$ cat src/rtl/key_pkg.sv
// Shared debounce FSM encodings and default timing constants for the key front end.
package key_pkg;

    typedef enum logic [1:0] {
        IDLE         = 2'b00,
        PRESS_WAIT   = 2'b01,
        PRESSED      = 2'b10,
        RELEASE_WAIT = 2'b11
    } key_state_e;

    // 10 ms at 50 MHz
    localparam int KEY_CNT_MAX = 500000;
    localparam int KEY_CNT_W   = 19;

endpackage

$ cat src/rtl/key_debounce_ch.sv
// One debounce channel: 2-flop synchronizer, press/release FSM with stability
// counter, and registered level/pulse outputs.
//
// state        | meaning
// IDLE         | key confirmed released, waiting for a pressed sample
// PRESS_WAIT   | pressed samples seen, counting toward confirmation
// PRESSED      | key confirmed pressed (key_level=1)
// RELEASE_WAIT | released samples seen, counting toward confirmation
module key_debounce_ch
    import key_pkg::*;
#(
    parameter int CNT_MAX        = KEY_CNT_MAX,
    parameter int CNT_W          = KEY_CNT_W,
    parameter bit KEY_ACTIVE_LOW = 1'b1
) (
    input  logic clk,
    input  logic rst,
    input  logic key_raw,
    output logic key_level,
    output logic key_pulse,
    output logic key_release
);

    localparam logic             IDLE_LVL = KEY_ACTIVE_LOW ? 1'b1 : 1'b0;
    localparam logic [CNT_W-1:0] CNT_LAST = CNT_W'(CNT_MAX - 1);

    logic [1:0]       sync_q;
    logic             sample;
    key_state_e       state, state_nxt;
    logic [CNT_W-1:0] cnt, cnt_nxt;
    logic             pulse_nxt, release_nxt, level_nxt;

    always_ff @(posedge clk or posedge rst) begin
        if (rst) sync_q <= {2{IDLE_LVL}};
        else     sync_q <= {sync_q[0], key_raw};
    end

    assign sample = KEY_ACTIVE_LOW ? ~sync_q[1] : sync_q[1];

    always_ff @(posedge clk or posedge rst) begin
        if (rst) begin
            state       <= IDLE;
            cnt         <= '0;
            key_level   <= 1'b0;
            key_pulse   <= 1'b0;
            key_release <= 1'b0;
        end else begin
            state       <= state_nxt;
            cnt         <= cnt_nxt;
            key_level   <= level_nxt;
            key_pulse   <= pulse_nxt;
            key_release <= release_nxt;
        end
    end

    // Counter is cleared on every state change, so it can never pass CNT_LAST.
    always_comb begin
        state_nxt   = state;
        cnt_nxt     = cnt;
        pulse_nxt   = 1'b0;
        release_nxt = 1'b0;
        case (state)
            IDLE: begin
                if (sample) begin
                    state_nxt = PRESS_WAIT;
                    cnt_nxt   = '0;
                end
            end
            PRESS_WAIT: begin
                if (!sample) begin
                    state_nxt = IDLE;
                    cnt_nxt   = '0;
                end else if (cnt == CNT_LAST) begin
                    state_nxt = PRESSED;
                    cnt_nxt   = '0;
                    pulse_nxt = 1'b1;
                end else begin
                    cnt_nxt = cnt + CNT_W'(1);
                end
            end
            PRESSED: begin
                if (!sample) begin
                    state_nxt = RELEASE_WAIT;
                    cnt_nxt   = '0;
                end
            end
            RELEASE_WAIT: begin
                if (sample) begin
                    state_nxt = PRESSED;
                    cnt_nxt   = '0;
                end else if (cnt == CNT_LAST) begin
                    state_nxt   = IDLE;
                    cnt_nxt     = '0;
                    release_nxt = 1'b1;
                end else begin
                    cnt_nxt = cnt + CNT_W'(1);
                end
            end
            default: begin
                state_nxt = IDLE;
                cnt_nxt   = '0;
            end
        endcase
        level_nxt = (state_nxt == PRESSED) || (state_nxt == RELEASE_WAIT);
    end

endmodule

$ cat src/rtl/key_debounce.sv
// Multi-key debouncer: one independent channel per key, bit order
// {load, pause, Record, start}.
module key_debounce
    import key_pkg::*;
#(
    parameter int NUM_KEYS       = 4,
    parameter int CNT_MAX        = KEY_CNT_MAX,
    parameter int CNT_W          = KEY_CNT_W,
    parameter bit KEY_ACTIVE_LOW = 1'b1
) (
    input  logic                clk,
    input  logic                rst,
    input  logic [NUM_KEYS-1:0] key_in,
    output logic [NUM_KEYS-1:0] key_level,
    output logic [NUM_KEYS-1:0] key_pulse,
    output logic [NUM_KEYS-1:0] key_release
);

    for (genvar i = 0; i < NUM_KEYS; i++) begin : g_ch
        key_debounce_ch #(
            .CNT_MAX        (CNT_MAX),
            .CNT_W          (CNT_W),
            .KEY_ACTIVE_LOW (KEY_ACTIVE_LOW)
        ) u_ch (
            .clk         (clk),
            .rst         (rst),
            .key_raw     (key_in[i]),
            .key_level   (key_level[i]),
            .key_pulse   (key_pulse[i]),
            .key_release (key_release[i])
        );
    end

endmodule

$ cat config.mk
export PLATFORM = sky130hd
export DESIGN_NAME = key_debounce
export DESIGN_NICKNAME = d
export VERILOG_FILES = /design/src/rtl/key_pkg.sv /design/src/rtl/key_debounce_ch.sv /design/src/rtl/key_debounce.sv
export SDC_FILE = /design/constraint.sdc
export NUM_CORES = 1
export LEC_CHECK = 0
export CELL_PAD_IN_SITES_DETAIL_PLACEMENT = 1
export CELL_PAD_IN_SITES_GLOBAL_PLACEMENT = 2
export CORE_MARGIN = 2
export CORE_UTILIZATION = 35
export CTS_BUF_LIST = sky130_fd_sc_hd__clkbuf_4
export DETAILED_ROUTE_END_ITERATION = 10
export DONT_BUFFER_PORTS = 1
export PLACE_DENSITY_LB_ADDON = 0.1
export SYNTH_ARGS = -nofsm -noshare
export SYNTH_HDL_FRONTEND = slang
export SYNTH_SLANG_ARGS = --single-unit
$ cat constraint.sdc
create_clock -name clk -period 3.29 [get_ports clk]
set_input_delay 0.658 -clock clk [delete_from_list [all_inputs] [get_ports clk]]
set_output_delay 0.658 -clock clk [all_outputs]
set_load 0.02 [all_outputs]
==> out/results.txt <==
The sum of routed wire segments on met1 came out at 6040 microns. The initial antenna violation count was 1. From bottom edge to top edge, the die measures 126 microns. The tools report the type of element launching the critical path as a register. In the post-synthesis netlist, the biggest area contributors are sky130_fd_sc_hd__dfrtp_1 46%, sky130_fd_sc_hd__dfstp_2 4.0%, sky130_fd_sc_hd__nand2_1 3.9%, sky130_fd_sc_hd__nand3_1 3.5%, sky130_fd_sc_hd__o21ai_0 3.2%. TritonCTS built the clock tree. The flow ran to the end, and the final reports show no timing, DRC or antenna violations. Pin placement for this block handled 18 I/O pins.

Summed over all nets, the half-perimeter wirelength after detailed placement is 8680 microns. The first detailed-routing pass took 4 iterations. After the last flow step, the layout net total stands at 555. The tool flagged a number of max-cap violations equal to 0. The tools report the required arrival time at the worst endpoint as 3.62 ns. The number of setup violations in the final report is 0. The highest fanout seen on the critical path works out to 12. The tightest min-delay check is of the in -> async type. The first global-routing pass estimated 21300 microns of wire. The area growth from synthesis to layout is 5.25%.

The via count of the first global-routing pass was 4175. The count of buffering cells on the critical path with inverters included is 0. Walking the worst path, the cells encountered are nor4b_1, nand3_1, o31ai_1, nor2b_1, nor2_1.

The slew at the pin closest to its max-slew limit works out to 0.957 ns. Summed over all nets, wire length on met2 after detailed routing comes to 5770 microns. Global routing finished with a remaining overflow of 0.

For this run, the total global-route usage over all layers was measured as 16.4%. Counting flops and latches in the post-synthesis netlist gives 104. The core area was 0.0146 sq mm. The synthesized design contains 0 enable-type register cells.

Power spread over the standard cell area amounts to 382 mW/mm^2. Setup repair after global routing left no endpoint under its margin. Dividing the synthesized area by the synthesized cell count gives 9.49 sq um. Once the floorplan was initialized, standard cells occupied 35.9% of the core.

The total negative setup slack is 0 ns, and the average via count per standard cell is 5.36. In this run the horizontal extent of the chip is 126 microns. The number of different library cells used by synthesis comes to 56. Highest metal layer with signal wires: met4.

STA classifies the critical path endpoint as a register. After synthesis, the share of flip-flops with an asynchronous set or reset is 100%. The worst slew margin relative to its limit was 36.0%. The logs give 0 for the number of resized instances in the post-cts repair step and 9 for the CTS buffer count. Of the post-synthesis cell area, the dominant cell type holds 45.8%. The tools report the max-slew violation count as 0. The overall die area is 0.0160 sq mm, and the total nets after synthesis is 562. The clock reaches the later pin of the worst-skew pair after 0.47 ns. Number of synthesis warnings: 0. Number of buffers inserted by port buffering: 0. The hold-fix buffer count after cts is 0, and the number of standard-cell rows in the floorplan is 44. Of the cells placed in the final design, the portion with a size suffix greater than 1 is 7.64%. Data arrives at the worst endpoint at 2.79 ns.

After detailed routing, the number of remaining DRC violations is 0. The commonest register cell after synthesis is sky130_fd_sc_hd__dfrtp_1. After synthesis, flip-flops and latches occupy 49.9% of the total area. The routed design could run at a clock period as short as 2.46 ns.

The delay of the slowest cell on the worst path was 0.76 ns. Wires add up to 12200 microns. In this run the static leakage power is 0.00236 uW. The longest clock path from root to sink contains 2 buffers. Worst setup path category: reg -> reg.

The fraction of the cycle the final worst path needs was 74.7%; the routed length per instance was 16.6 microns. The total number of vias was 3941. Standard cell with the maximum stage delay on the critical path: sky130_fd_sc_hd__nor2b_1. The finished layout holds 735 standard cells, fillers aside. Static timing analysis puts the maximum clock frequency at 407 MHz. The synthesized design spends more area on one cell type than any other, namely sky130_fd_sc_hd__dfrtp_1.

After clock tree synthesis, the clock-pin slew on the worst setup and hold paths is 0.15 ns. IR analysis of the VDD net gives a maximum drop of 173 uV. The netlist area before placement was 0.00524 sq mm; the final clock skew was 0.0120 ns. The violation count after the first detailed-route iteration was 173. In this run the remaining antenna-violating nets after routing total 0.

The number of placed instances with taps included was 718; the total met3 wirelength after detailed routing was 239 microns. Clock tree synthesis selected as its root buffer the cell sky130_fd_sc_hd__clkbuf_4. Grouping stages by cell kind, the critical path spends the most delay in simple AND/OR/NAND/NOR gates. The clock sink total was 104; the pin count of the biggest net entering global routing was 34. Synthesis produced 552 cells. Post-CTS timing repair inserted 0 buffers for setup. The tools report the H-tree depth reported by CTS as 3. At the end of routability-driven placement, the weighted congestion stood at 0.747. The final hold violation count is 0.
## report_power, final
group,internal (uW),switching [uW],leakage [uW]
registers,1300,17.6,0.00141
logic,32.4,84.6,0.000878
clock network,254,420,0.0000726
## area by class of cell
class / instances / area (sq um)
clock buffer: 12 / 90.1
fill: 1690 / 9070
timing repair buffer: 7 / 52.6
clock inverter: 4 / 45.0
antenna: 1 / 2.50
multi-input combinational: 400 / 2390
sequential: 104 / 2610
inverter: 23 / 90.1
tap: 184 / 230
## cell usage in the layout, fill, tap and decap left out, types with 3 or more instances in the layout
cell and count:
sky130_fd_sc_hd__xnor2_1 12, sky130_fd_sc_hd__nor3_1 20, sky130_fd_sc_hd__ha_1 4, sky130_fd_sc_hd__nor4_1 7, sky130_fd_sc_hd__or3_1 17, sky130_fd_sc_hd__o21ai_1 11
sky130_fd_sc_hd__or2_2 4, sky130_fd_sc_hd__clkbuf_4 12, sky130_fd_sc_hd__xor2_1 17, sky130_fd_sc_hd__dfstp_2 8, sky130_fd_sc_hd__a22o_1 6, sky130_fd_sc_hd__and3_1 12
sky130_fd_sc_hd__nand2_1 55, sky130_fd_sc_hd__nor4b_1 3, sky130_fd_sc_hd__buf_4 7, sky130_fd_sc_hd__nand3_1 37, sky130_fd_sc_hd__nand2b_1 3, sky130_fd_sc_hd__and2_1 8
sky130_fd_sc_hd__or4_1 8, sky130_fd_sc_hd__a21oi_1 18, sky130_fd_sc_hd__dfrtp_1 96, sky130_fd_sc_hd__inv_1 22, sky130_fd_sc_hd__a21o_1 14, sky130_fd_sc_hd__and4_1 7
sky130_fd_sc_hd__nand4_1 18, sky130_fd_sc_hd__o21ai_0 34, sky130_fd_sc_hd__mux2i_1 7, sky130_fd_sc_hd__nor2_1 42, sky130_fd_sc_hd__nor3b_1 3
## metal layers
metal,vias to the layer above,GRT usage (%)
met5,-,0
met4,0,3.88
met3,9,3.80
met2,19,26.6
met1,1974,22.3
li1,1939,-
## flip-flops by register name, indices dropped and copies added (netlist names)
| name | flops |
|---|---|
| g_ch.u_ch.cnt | 76 |
| g_ch.u_ch.state | 8 |
| g_ch.u_ch.sync_q | 8 |
| g_ch.u_ch.key_level | 4 |
| g_ch.u_ch.key_pulse | 4 |
| g_ch.u_ch.key_release | 4 |
## cells in the mapped netlist (11+ instances only)
library cell,n
sky130_fd_sc_hd__dfrtp_1,96
sky130_fd_sc_hd__nand2_1,55
sky130_fd_sc_hd__nor2_1,42
sky130_fd_sc_hd__nand3_1,37
sky130_fd_sc_hd__o21ai_0,34
sky130_fd_sc_hd__inv_1,23
sky130_fd_sc_hd__nor3_1,20
sky130_fd_sc_hd__a21oi_1,18
sky130_fd_sc_hd__nand4_1,18
sky130_fd_sc_hd__or3_1,17
sky130_fd_sc_hd__xor2_1,17
sky130_fd_sc_hd__a21o_1,14
sky130_fd_sc_hd__buf_4,14
sky130_fd_sc_hd__and3_1,12
sky130_fd_sc_hd__xnor2_1,12
sky130_fd_sc_hd__o21ai_1,11
## worst paths after layout
| path | end | from | cells past startpoint | slack [ns] |
|---|---|---|---|---|
| max | g_ch[3].u_ch.cnt[15] | g_ch[3].u_ch.cnt[7] | 5 | 0.83 |
| min | g_ch[2].u_ch.cnt[12] | rst | 1 | 0.14 |
| max reg2reg | g_ch[3].u_ch.cnt[15] | g_ch[3].u_ch.cnt[7] | 5 | 0.83 |
| min reg2reg | g_ch[0].u_ch.sync_q[1] | g_ch[0].u_ch.sync_q[0] | 0 | 0.37 |
| max in group asynchronous | g_ch[3].u_ch.sync_q[1] | rst | 2 | 2.32 |
| min in group clk | g_ch[3].u_ch.sync_q[0] | key_in[3] | 0 | 0.17 |
## cells by family after synthesis
logic type / count (synthesis) / synth area share [%]
buf+inv: 48 / 4.49
compound gates: 103 / 12.2
xor+xnor: 29 / 4.85
flops: 104 / 49.9
simple gates: 256 / 26.1
fa+ha+maj: 4 / 0.955
mux: 8 / 1.55
## metrics by stage
step | setup WS (ns) | hold slack, ns | area, sq um | utilization [%] | power [uW]
6_report | 0.831 | 0.141 | 5520 | 37.8 | 2110
5_1_grt | 0.533 | 0.0899 | 5520 | 37.8 | 2220
4_1_cts | 0.789 | 0.103 | 5510 | 37.8 | 2160
3_5_place_dp | 0.823 | 0.351 | 5380 | 36.9 | 1460
3_3_place_gp | 0.886 | 0.346 | 5380 | 36.9 | 1460
2_1_floorplan | 1.33 | 0.345 | 5240 | - | 1420
(Power assumes the default switching activity.)
